`config.mk`:
```
export PLATFORM = sky130hd
export DESIGN_NAME = elevator_scan_controller_flat
export DESIGN_NICKNAME = d
export VERILOG_FILES = /design/src/rtl/elevator_pkg.sv /design/src/rtl/elevator_scan_controller_if.sv /design/src/rtl/elevator_call_latch.sv /design/src/rtl/elevator_scan_controller.sv /design/src/flat_wrapper.sv
export SDC_FILE = /design/constraint.sdc
export NUM_CORES = 1
export LEC_CHECK = 0
export ABC_AREA = 1
export CORE_ASPECT_RATIO = 0.75
export CORE_MARGIN = 5
export CORE_UTILIZATION = 59
export DETAILED_ROUTE_END_ITERATION = 6
export PLACE_DENSITY = 0.8
export RECOVER_POWER = 50
export SYNTH_ARGS = -nofsm -noshare
export SYNTH_HDL_FRONTEND = slang
export SYNTH_SLANG_ARGS = --single-unit
```
`constraint.sdc`:
```
create_clock -name clk -period 3.28 [get_ports clk]
set_input_delay 0.984 -clock clk [delete_from_list [all_inputs] [get_ports clk]]
set_output_delay 0.984 -clock clk [all_outputs]
set_load 0.01 [all_outputs]
```
`src/rtl/elevator_pkg.sv`:
```
// Shared types and defaults for the SCAN elevator controller.
package elevator_pkg;

  localparam int unsigned MAX_FLOORS       = 16;
  localparam int unsigned MAX_FLOOR_W      = 4;
  localparam int unsigned DEF_FLOOR_CYCLES = 10_000_000;
  localparam int unsigned DEF_DOOR_CYCLES  = 30_000_000;

  typedef enum logic [1:0] {
    IDLE      = 2'd0,
    MOVE_UP   = 2'd1,
    MOVE_DOWN = 2'd2,
    DOOR_OPEN = 2'd3
  } state_t;

  // One-hot floor mask sized for the largest supported building.
  function automatic logic [MAX_FLOORS-1:0] floor_mask(input logic [MAX_FLOOR_W-1:0] f);
    return MAX_FLOORS'(1) << f;
  endfunction

endpackage

```
`src/rtl/elevator_scan_controller_if.sv`:
```
// Call-button inputs and car status outputs of the elevator controller.
interface elevator_scan_controller_if #(
  parameter int unsigned NUM_FLOORS = 8,
  parameter int unsigned FLOOR_W    = $clog2(NUM_FLOORS)
);

  logic [NUM_FLOORS-1:0] call_req;
  logic [FLOOR_W-1:0]    current_floor;
  logic [NUM_FLOORS-1:0] pending;
  logic                  moving;
  logic                  dir_up;
  logic                  door_open;
  logic                  arrived;

  modport master (
    output call_req,
    input  current_floor, pending, moving, dir_up, door_open, arrived
  );

  modport slave (
    input  call_req,
    output current_floor, pending, moving, dir_up, door_open, arrived
  );

endinterface

```
`src/rtl/elevator_call_latch.sv`:
```
// Pending-call bitmap with serve/door clearing and above/below reductions.
module elevator_call_latch
  import elevator_pkg::*;
#(
  parameter int unsigned NUM_FLOORS = 8,
  parameter int unsigned FLOOR_W    = $clog2(NUM_FLOORS)
) (
  input  logic                  clk,
  input  logic                  reset,
  input  logic [NUM_FLOORS-1:0] call_req,
  input  logic [FLOOR_W-1:0]    floor,
  input  logic                  clr_en,
  input  logic [FLOOR_W-1:0]    clr_floor,
  input  logic                  hold_en,
  output logic [NUM_FLOORS-1:0] pending,
  output logic                  above_c,
  output logic                  below_c
);

  logic [NUM_FLOORS-1:0] pending_q, pending_d;
  logic [NUM_FLOORS-1:0] clr_mask, hold_mask, le_mask, lt_mask;

  // Served floor and the open-door floor both win over a same-edge call.
  always_comb begin
    clr_mask  = clr_en  ? NUM_FLOORS'(floor_mask(MAX_FLOOR_W'(clr_floor))) : '0;
    hold_mask = hold_en ? NUM_FLOORS'(floor_mask(MAX_FLOOR_W'(floor)))     : '0;
    pending_d = (pending_q | call_req) & ~clr_mask & ~hold_mask;
  end

  // le_mask overflows to all-ones at the top floor, leaving nothing above.
  always_comb begin
    le_mask = (NUM_FLOORS'(2) << floor) - NUM_FLOORS'(1);
    lt_mask = (NUM_FLOORS'(1) << floor) - NUM_FLOORS'(1);
    above_c = |(pending_q & ~le_mask);
    below_c = |(pending_q & lt_mask);
  end

  always_ff @(posedge clk or posedge reset) begin
    if (reset) pending_q <= '0;
    else       pending_q <= pending_d;
  end

  assign pending = pending_q;

endmodule

```
`src/rtl/elevator_scan_controller.sv`:
```
// SCAN-order elevator controller: FSM, travel/door timer and floor counter.
module elevator_scan_controller
  import elevator_pkg::*;
#(
  parameter int unsigned NUM_FLOORS   = 8,
  parameter int unsigned FLOOR_W      = $clog2(NUM_FLOORS),
  parameter int unsigned FLOOR_CYCLES = DEF_FLOOR_CYCLES,
  parameter int unsigned DOOR_CYCLES  = DEF_DOOR_CYCLES
) (
  input  logic                        clk,
  input  logic                        reset,
  elevator_scan_controller_if.slave   bus
);

  localparam int unsigned MAX_CYCLES = (FLOOR_CYCLES > DOOR_CYCLES) ? FLOOR_CYCLES : DOOR_CYCLES;
  localparam int unsigned TIMER_W    = $clog2(MAX_CYCLES + 1);
  localparam logic [TIMER_W-1:0] FLOOR_LOAD = TIMER_W'(FLOOR_CYCLES - 1);
  localparam logic [TIMER_W-1:0] DOOR_LOAD  = TIMER_W'(DOOR_CYCLES - 1);

  state_t                state_q, state_d;
  logic [FLOOR_W-1:0]    floor_q, floor_d, step_floor, clr_floor;
  logic [TIMER_W-1:0]    timer_q, timer_d;
  logic                  dir_up_q, dir_up_d;
  logic                  arrived_q, arrived_d;
  logic                  moving_q, moving_d;
  logic                  door_open_q, door_open_d;
  logic                  clr_en, hold_en, step_up, ahead, behind;
  logic                  above_c, below_c;
  logic [NUM_FLOORS-1:0] pending;

  elevator_call_latch #(
    .NUM_FLOORS (NUM_FLOORS),
    .FLOOR_W    (FLOOR_W)
  ) u_latch (
    .clk       (clk),
    .reset     (reset),
    .call_req  (bus.call_req),
    .floor     (floor_q),
    .clr_en    (clr_en),
    .clr_floor (clr_floor),
    .hold_en   (hold_en),
    .pending   (pending),
    .above_c   (above_c),
    .below_c   (below_c)
  );

  always_comb begin
    state_d    = state_q;
    floor_d    = floor_q;
    dir_up_d   = dir_up_q;
    timer_d    = timer_q;
    arrived_d  = 1'b0;
    clr_en     = 1'b0;
    clr_floor  = floor_q;
    hold_en    = (state_q == DOOR_OPEN);
    step_up    = (state_q == MOVE_UP);
    step_floor = step_up ? floor_q + FLOOR_W'(1) : floor_q - FLOOR_W'(1);
    ahead      = dir_up_q ? above_c : below_c;
    behind     = dir_up_q ? below_c : above_c;

    case (state_q)
      IDLE: begin
        timer_d = '0;
        if (pending[floor_q]) begin
          state_d   = DOOR_OPEN;
          clr_en    = 1'b1;
          timer_d   = DOOR_LOAD;
          arrived_d = 1'b1;
        end else if (above_c && (dir_up_q || !below_c)) begin
          state_d  = MOVE_UP;
          dir_up_d = 1'b1;
          timer_d  = FLOOR_LOAD;
        end else if (below_c) begin
          state_d  = MOVE_DOWN;
          dir_up_d = 1'b0;
          timer_d  = FLOOR_LOAD;
        end
      end

      MOVE_UP, MOVE_DOWN: begin
        if (timer_q != '0) begin
          timer_d = timer_q - TIMER_W'(1);
        end else begin
          floor_d = step_floor;
          timer_d = FLOOR_LOAD;
          if (pending[step_floor]) begin
            state_d   = DOOR_OPEN;
            clr_en    = 1'b1;
            clr_floor = step_floor;
            timer_d   = DOOR_LOAD;
            arrived_d = 1'b1;
          // New floor is not pending, so calls beyond it equal calls beyond the old floor.
          end else if (!(step_up ? above_c : below_c)) begin
            state_d = IDLE;
            timer_d = '0;
          end
        end
      end

      DOOR_OPEN: begin
        if (bus.call_req[floor_q]) begin
          timer_d = DOOR_LOAD;
        end else if (timer_q != '0) begin
          timer_d = timer_q - TIMER_W'(1);
        end else if (ahead) begin
          state_d = dir_up_q ? MOVE_UP : MOVE_DOWN;
          timer_d = FLOOR_LOAD;
        end else if (behind) begin
          state_d  = dir_up_q ? MOVE_DOWN : MOVE_UP;
          dir_up_d = !dir_up_q;
          timer_d  = FLOOR_LOAD;
        end else begin
          state_d = IDLE;
        end
      end

      default: state_d = IDLE;
    endcase

    moving_d    = (state_d == MOVE_UP) || (state_d == MOVE_DOWN);
    door_open_d = (state_d == DOOR_OPEN);
  end

  always_ff @(posedge clk or posedge reset) begin
    if (reset) begin
      state_q     <= IDLE;
      floor_q     <= '0;
      dir_up_q    <= 1'b1;
      timer_q     <= '0;
      arrived_q   <= 1'b0;
      moving_q    <= 1'b0;
      door_open_q <= 1'b0;
    end else begin
      state_q     <= state_d;
      floor_q     <= floor_d;
      dir_up_q    <= dir_up_d;
      timer_q     <= timer_d;
      arrived_q   <= arrived_d;
      moving_q    <= moving_d;
      door_open_q <= door_open_d;
    end
  end

  assign bus.current_floor = floor_q;
  assign bus.pending       = pending;
  assign bus.moving        = moving_q;
  assign bus.dir_up        = dir_up_q;
  assign bus.door_open     = door_open_q;
  assign bus.arrived       = arrived_q;

endmodule

```
`src/flat_wrapper.sv`:
```
// flat-port wrapper written by rule: the top's interface ports become plain ports
module elevator_scan_controller_flat import elevator_pkg::*;
#(
  parameter int unsigned NUM_FLOORS   = 8,
  parameter int unsigned FLOOR_W      = $clog2(NUM_FLOORS),
  parameter int unsigned FLOOR_CYCLES = DEF_FLOOR_CYCLES,
  parameter int unsigned DOOR_CYCLES  = DEF_DOOR_CYCLES
)
  (clk, reset, bus_call_req, bus_current_floor, bus_pending, bus_moving, bus_dir_up, bus_door_open, bus_arrived);
  elevator_scan_controller_if #(.NUM_FLOORS(NUM_FLOORS), .FLOOR_W(FLOOR_W)) bus_i ();
  input  logic clk;
  input  logic reset;
  input wire logic [$bits(bus_i.call_req)-1:0] bus_call_req;
  output wire logic [$bits(bus_i.current_floor)-1:0] bus_current_floor;
  output wire logic [$bits(bus_i.pending)-1:0] bus_pending;
  output wire logic [$bits(bus_i.moving)-1:0] bus_moving;
  output wire logic [$bits(bus_i.dir_up)-1:0] bus_dir_up;
  output wire logic [$bits(bus_i.door_open)-1:0] bus_door_open;
  output wire logic [$bits(bus_i.arrived)-1:0] bus_arrived;
  assign bus_i.call_req = bus_call_req;
  assign bus_current_floor = bus_i.current_floor;
  assign bus_pending = bus_i.pending;
  assign bus_moving = bus_i.moving;
  assign bus_dir_up = bus_i.dir_up;
  assign bus_door_open = bus_i.door_open;
  assign bus_arrived = bus_i.arrived;
  elevator_scan_controller #(.NUM_FLOORS(NUM_FLOORS), .FLOOR_W(FLOOR_W), .FLOOR_CYCLES(FLOOR_CYCLES), .DOOR_CYCLES(DOOR_CYCLES)) u_core (.clk(clk), .reset(reset), .bus(bus_i));
endmodule
```
# Yosys cells after proc, flatten, opt, wreduce, memory -nomap -nowiden
# Index checks and enable logic that the tools add are counted.
# totals
output_inout_bits,15
register_bits,42
input_bits,10
wordCells,105
# op_classes
shifts,4
n_reduce_logical,13
n_lt_le_gt_ge,2
bitwise,9
n_addsub,5
muxes,51
n_eq_ne,13
# op_table
cell,count
$mux 25,8
$pmux 25 s3,1
$mux 24,2
$and 8x8->8,4
$reduce_bool 25->1,1
$sub 25x1->25 const B,1
$mux 2,12
$not 8->8,3
$shl 1x3->8 const A,3
$mux 1,16
$mux 8,2
$reduce_or 8->1,2
$sub 8x2->8 const B,2
$mux 3,4
$bmux 1 s3,3
$eq 2x2->1 const B,4
$lt 3x4->1 const B,2
$ne 2x2->1 const B,4
$or 8x8->8,1
$shl 2x3->8 const A,1
$reduce_and 7->1,1
$pmux 2 s3,1
$ne 5x1->1 const B,1
$eq 2x1->1 const B,2
13 further kinds,16

# Longest topological paths before layout
# logic_depth
ltp_word,13
mapped_depth,23
depth_no_buf,22

# Cells and area by module
# From an unflattened synthesis, not the netlist that was laid out.
# hier_totals
cells_unflattened,535
area_unflattened_um2,3492.1
# modules_own_cells
module,n_inst,cells_per_inst,area_per_inst_um2
elevator_scan_controller,1,449,2967.8
elevator_call_latch,1,86,524.3

# Least setup slack after synthesis
# OpenSTA, ideal clock, no wires.
# synth_timing
kind,register -> register
from,"register u_core.floor_q[1], in the netlist u_core.bus.current_floor[1]"
to,"register u_core.moving_q, in the netlist u_core.bus.moving"
arrival_time_ns,2.410
stages_incl_launch_ff,23
setup_ns,0.126
t_required_ns,3.154
slack_ns,0.744
path_cell_list,dfrtp_1 buf_4 inv_4 nand2_2 inv_2 nand2_1 ha_1 nand2_1 inv_1 nor2_1 nand2_1 inv_1 nand2_1 nor2_2 nand2_1 nand2_1 nand3_1 o21ai_0 nand2_1 o21ai_0 nand2_1 nand2_1 ha_1
# synth_via
elab_chain_len,13
word_cells_on_any_way,38
cone_classes,4 x add/sub; 2 x eq/ne; 2 x shift; 21 x mux; 3 x bitwise; 6 x reduce/logical
# synth_rtl
element,line,text
"start, declared",elevator_scan_controller.sv:21,"logic [FLOOR_W-1:0] floor_q, floor_d, step_floor, clr_floor;"
"start signal, assigned",elevator_scan_controller.sv:135,floor_q <= floor_d;
$shl 2x3->8,elevator_call_latch.sv:32,le_mask = (NUM_FLOORS'(2) << floor) - NUM_FLOORS'(1);
$sub 8x2->8,elevator_call_latch.sv:32,
$not 8->8,elevator_call_latch.sv:34,above_c = |(pending_q & ~le_mask);
$and 8x8->8,elevator_call_latch.sv:34,
$reduce_or 8->1,elevator_call_latch.sv:34,
$mux 1,elevator_scan_controller.sv:59,behind = dir_up_q ? below_c : above_c;
$mux 2,elevator_scan_controller.sv:108,end else if (behind) begin
$mux 2,elevator_scan_controller.sv:105,end else if (ahead) begin
$mux 2,elevator_scan_controller.sv:103,end else if (timer_q != '0) begin
$mux 2,elevator_scan_controller.sv:101,if (bus.call_req[floor_q]) begin
$pmux 2 s3 *,elevator_scan_controller.sv:61,case (state_q)
$eq 2x1->1 / $eq 2x2->1 (equally long branches),elevator_scan_controller.sv:120,moving_d = (state_d == MOVE_UP) || (state_d == MOVE_DOWN);
$logic_or 1x1->1 *,elevator_scan_controller.sv:120,
named net u_core.moving_d,elevator_scan_controller.sv:25,"logic moving_q, moving_d;"
"end signal, assigned",elevator_scan_controller.sv:139,moving_q <= moving_d;
"end, declared",elevator_scan_controller.sv:25,
# The timed path passes the listed nets; every way through them passes the cells marked *. The select of a mux whose other input is x is not followed.
# A chain may end at the register's enable or synchronous reset.

# Worst setup path after layout
# layout_timing
from,register u_core.state_q[1]
to,"register u_core.moving_q, in the netlist u_core.bus.moving"
# layout_via
elab_chain_len,9
word_cells_on_any_way,21
cone_classes,5 x eq/ne; 13 x mux; 3 x reduce/logical
# layout_rtl
element,line,text
"start, declared",elevator_scan_controller.sv:20,"state_t state_q, state_d;"
"start signal, assigned",elevator_scan_controller.sv:134,state_q <= state_d;
$eq 2x1->1,"elevator_scan_controller.sv:56, elevator_scan_controller.sv:61",
$mux 3,elevator_scan_controller.sv:57,step_floor = step_up ? floor_q + FLOOR_W'(1) : floor_q - FLOOR_W'(1);
$bmux 1 s3,elevator_scan_controller.sv:86,if (pending[step_floor]) begin
$mux 1 (implied by the code),elevator_scan_controller.sv:86,
$mux 2,elevator_scan_controller.sv:86,
$mux 2,elevator_scan_controller.sv:81,if (timer_q != '0) begin
$pmux 2 s3 *,elevator_scan_controller.sv:61,
$eq 2x1->1 / $eq 2x2->1 (equally long branches),elevator_scan_controller.sv:120,
$logic_or 1x1->1 *,elevator_scan_controller.sv:120,
named net u_core.moving_d,elevator_scan_controller.sv:25,
# Marks and branches as above.

==> flow_summary_export.csv <==
group,metric,value,unit
clock_tree,cts_tree,"yes",
floorplanning,die_y,74.9,um
global_route,antenna_found_initial,0,
detailed_routing,postRouteAntennaNets,0,
pwr,leakage,1.70,nW
floorplanning,io_pins,25,
synthesis,async_reset_ff_share,100,%
pwr,p_seq_share,53.6,%
pwr,power_density,263,nW/um^2
synthesis,yosys.cell_types.count,39,
synthesis,yosys_warnings,0,
detailed_routing,wire_per_inst,15.8,um
timing,finalCritPeriodShare,91.4,%
pwr,pwr-share-clk,41.9,%
floorplanning,initial_utilization,61.5,%
synthesis,synth_flop_cell,"dfrtp_1",
final_layout,multiInputGateArea,1980,sq um
detailed_routing,vias,3314,
clock_tree,postCtsSetupBuffers,0,
pwr,p_int,0.766,mW
timing,setup_viol,0,
synthesis,syn-num-nets,488,
synthesis,yosys_register_bits,42,
clock_tree,clk_path_buf_depth,2,
worst_hold_path,min_path_cells,2,
timing,drv_slew,0,
pwr,p_total,0.975,mW
final_layout,fillers,484,
synthesis,synth_fa_ha_area_share,3.25,%
synthesis,yosysTopAreaCell,"dfrtp_1",
timing,worstMarginPinSlew,1.01,ns
job,cap_violations,0,
pwr,sw_frac_of_total,21.4,%
placement,gp_congestion,0.943,
timing,layout_setup_ws,0.283,ns
final_layout,layout.nets,513,
clock_tree,h-tree-depth,2,
timing,fin_crit,3.00,ns
clock_tree,clock-sinks,42,
timing,rsz0062_at_grt,"no",
clock_tree,hold_buffers,0,
synthesis,synth_xor_area_share,5.82,%
worst_hold_path,worstHoldEndpoint,"u_core.timer_q[1]",
synthesis,synth_compound_area_share,13.7,%
synthesis,netlist_area,3310,sq um
detailed_routing,wl,9.02,mm
final_layout,fin_util,68.8,%
placement,dp_slack,0.178,ns
global_route,grt_pass1_vias,2926,
final_layout,stdcell_count,571,
critical_path,worstPathArrival,3.18,ns
synthesis,synth_top_area_share,31.0,%
detailed_routing,first_pass_iters,5,
critical_path,r2r-start,"u_core.state_q[1]",
synthesis,syn-mean-instance-area,7.04,sq um
detailed_routing,route.detailed.drc,0,
synthesis,synth_top_family_by_area,"simple AND/OR/NAND/NOR gates",
critical_path,startpoint_type,"flip-flop",
clock_tree,numCtsBuffers,5,
pwr,peakVddDrop,0.211,mV
critical_path,reg2reg_slack,0.28,ns
synthesis,synth-edff-count,0,
global_route,overflow,0,
timing,setup_tns,0,ns
synthesis,synth_mux_area_share,0,%
placement,post-dp-hpwl,6.79,mm
synthesis,synthCells,470,
floorplanning,placeableCoreArea,5380,sq um
critical_path,crit_path_end_kind,"flip-flop",
critical_path,r2r_end,"u_core.bus.moving",
placement,io_buffer_count,24,
floorplanning,rows,23,
synthesis,synth-simple-area-share,37.0,%
timing,finalHoldViolations,0,
outcome,outcome,"complete, no violations",
clock_tree,post_cts_resized,0,
critical_path,worstPathRequired,3.46,ns
pwr,pwr-share-comb,4.5,%
synthesis,synth.area.top_cells,"dfrtp_1, nand2_1, nor2_1",
final_layout,area_delta_synth_final,11.9,%
timing,fmax,0.334,GHz
placement,dp.cells,563,
floorplanning,die_w,96.5,um
floorplanning,fp.dieArea,7220,sq um
global_route,grt_max_degree,43,
pwr,p_sw,0.209,mW
critical_path,cp_max_fo,5,
critical_path,reg2regPathDepth,15,
clock_tree,clk_latency,0.30,ns
final_layout,antenna-diode-count,0,
clock_tree,cts-root-buf,"clkbuf_8",
final_layout,regArea,1050,sq um
worst_hold_path,min_from,"u_core.timer_q[1]",
detailed_routing,routed_via_density,5.80,
clock_tree,path_clk_slew,0.08,ns
global_route,grt_util_all_layers,26.4,%
final_layout,layout-drive-gt1-share,12.1,%
worst_hold_path,hp-class,"flip-flop to flip-flop",
timing,skew,0.0113,ns
detailed_routing,drt_iter0_drc,376,
timing,maxSlewHeadroom,32.5,%
synthesis,synth-seq-area-share,31.8,%
critical_path,criticalPathCategory,"flip-flop to flip-flop",
global_route,grt_pass1_wl,14.5,mm
==> metrics by stage <==
| step | area, sq um | hold slack (ns) |
|---|---|---|
| 2_1_floorplan | 3310 | 0.511 |
| 3_3_place_gp | 3600 | 0.531 |
| 3_5_place_dp | 3600 | 0.530 |
| 4_1_cts | 3710 | 0.549 |
| 5_1_grt | 3700 | 0.590 |
| 6_report | 3700 | 0.552 |
==> synthesized netlist by cell type, types with 8 or more instances <==
master	count
inv_1	39
a21oi_1	18
dfrtp_1	41
nor2_1	64
nor3_1	10
a21oi_2	13
nand3_1	45
nand2_1	118
o21ai_0	18
a22oi_1	8
xor2_1	13
xnor2_1	9
==> logic make-up (layout without fill, tap and decap cells) <==
kind of cell	after synthesis	count (layout)
AOI/OAI and AO/OA	71	71
xor gates and xnor gates	22	22
adders and majority gates	8	8
buffers and inverters	62	88
DFF	42	42
and+or+nand+nor	265	265
==> power groups by stage <==
stage / combinational [mW] / clock [mW] / sequential, mW
5_1_grt: 0.0495 / 0.431 / 0.523
3_3_place_gp: 0.0449 / 0 / 0.533
6_report: 0.0437 / 0.408 / 0.523
3_5_place_dp: 0.0458 / 0 / 0.533
2_1_floorplan: 0.0247 / 0 / 0.533
4_1_cts: 0.0461 / 0.407 / 0.523
==> flip-flops by register name (all words and copies together), names as in the netlist <==
name / flops
u_core.bus.door_open: 1
u_core.state_q: 2
u_core.u_latch.pending: 8
u_core.bus.current_floor: 3
u_core.timer_q: 25
u_core.bus.arrived: 1
u_core.bus.moving: 1
u_core.bus.dir_up: 1
==> critical path, cell delays in order, from the launching register on <==
cell     delay [ns]
dfrtp_1        0.40
inv_1          0.15
ha_1           0.35
fa_1           0.51
inv_1          0.14
a21oi_1        0.05
o21ai_0        0.08
nand2_1        0.08
o21ai_2        0.24
inv_2          0.06
nand3_1        0.14
nand2_1        0.08
o21ai_0        0.21
nand2_1        0.10
nand2_1        0.07
ha_1           0.21
==> layout make-up <==
| class | count | area share [%] |
|---|---|---|
| Clock buffer | 7 | 2.06 |
| Inverter | 51 | 5.37 |
| Clock inverter | 1 | 0.811 |
| Tap cell | 75 | 2.53 |
| Sequential cell | 42 | 28.4 |
| Multi-Input combinational cell | 366 | 53.5 |
| Timing Repair Buffer | 29 | 7.33 |
==> metal layers <==
metal  global-route usage [%]  wire [um]
met4                     6.38         75
met2                     36.5       3700
met1                     41.6       4050
met3                     5.89       1190
met5                        0          0
==> placed cells by master (no fill, tap or decap), drive strengths merged <==
master / Yosys / layout
a22oi: 8 / 8
inv: 49 / 48
buf: 7 / 3
or2: 1 / 1
dfstp: 1 / 1
clkinv: 2 / 3
nor2: 74 / 74
clkdlybuf4s50: 0 / 19
nor3: 10 / 10
o21bai: 1 / 1
xnor2: 9 / 9
clkbuf: 4 / 9
dlygate4sd3: 0 / 5
nand3: 50 / 50
a21o: 1 / 1
o21ai: 21 / 21
nand2: 126 / 126
bufinv: 0 / 1
dfrtp: 41 / 41
a21oi: 31 / 31
fa: 1 / 1
nand4: 4 / 4
xor2: 13 / 13
o22ai: 6 / 6
ha: 7 / 7
o32ai: 1 / 1
o211ai: 2 / 2
==> worst max-delay path by stage <==
stage               slack, ns                         from                  to
floorplan                0.74  u_core.bus.current_floor[1]   u_core.bus.moving
global placement         0.30  u_core.bus.current_floor[1]  u_core.timer_q[23]
detailed placement       0.18  u_core.bus.current_floor[1]  u_core.timer_q[23]
CTS                      0.16  u_core.bus.current_floor[1]  u_core.timer_q[23]
global route             0.03            u_core.state_q[1]   u_core.timer_q[4]
finish                   0.28            u_core.state_q[1]   u_core.bus.moving
Note: power is estimated with default switching activity, not from simulation.
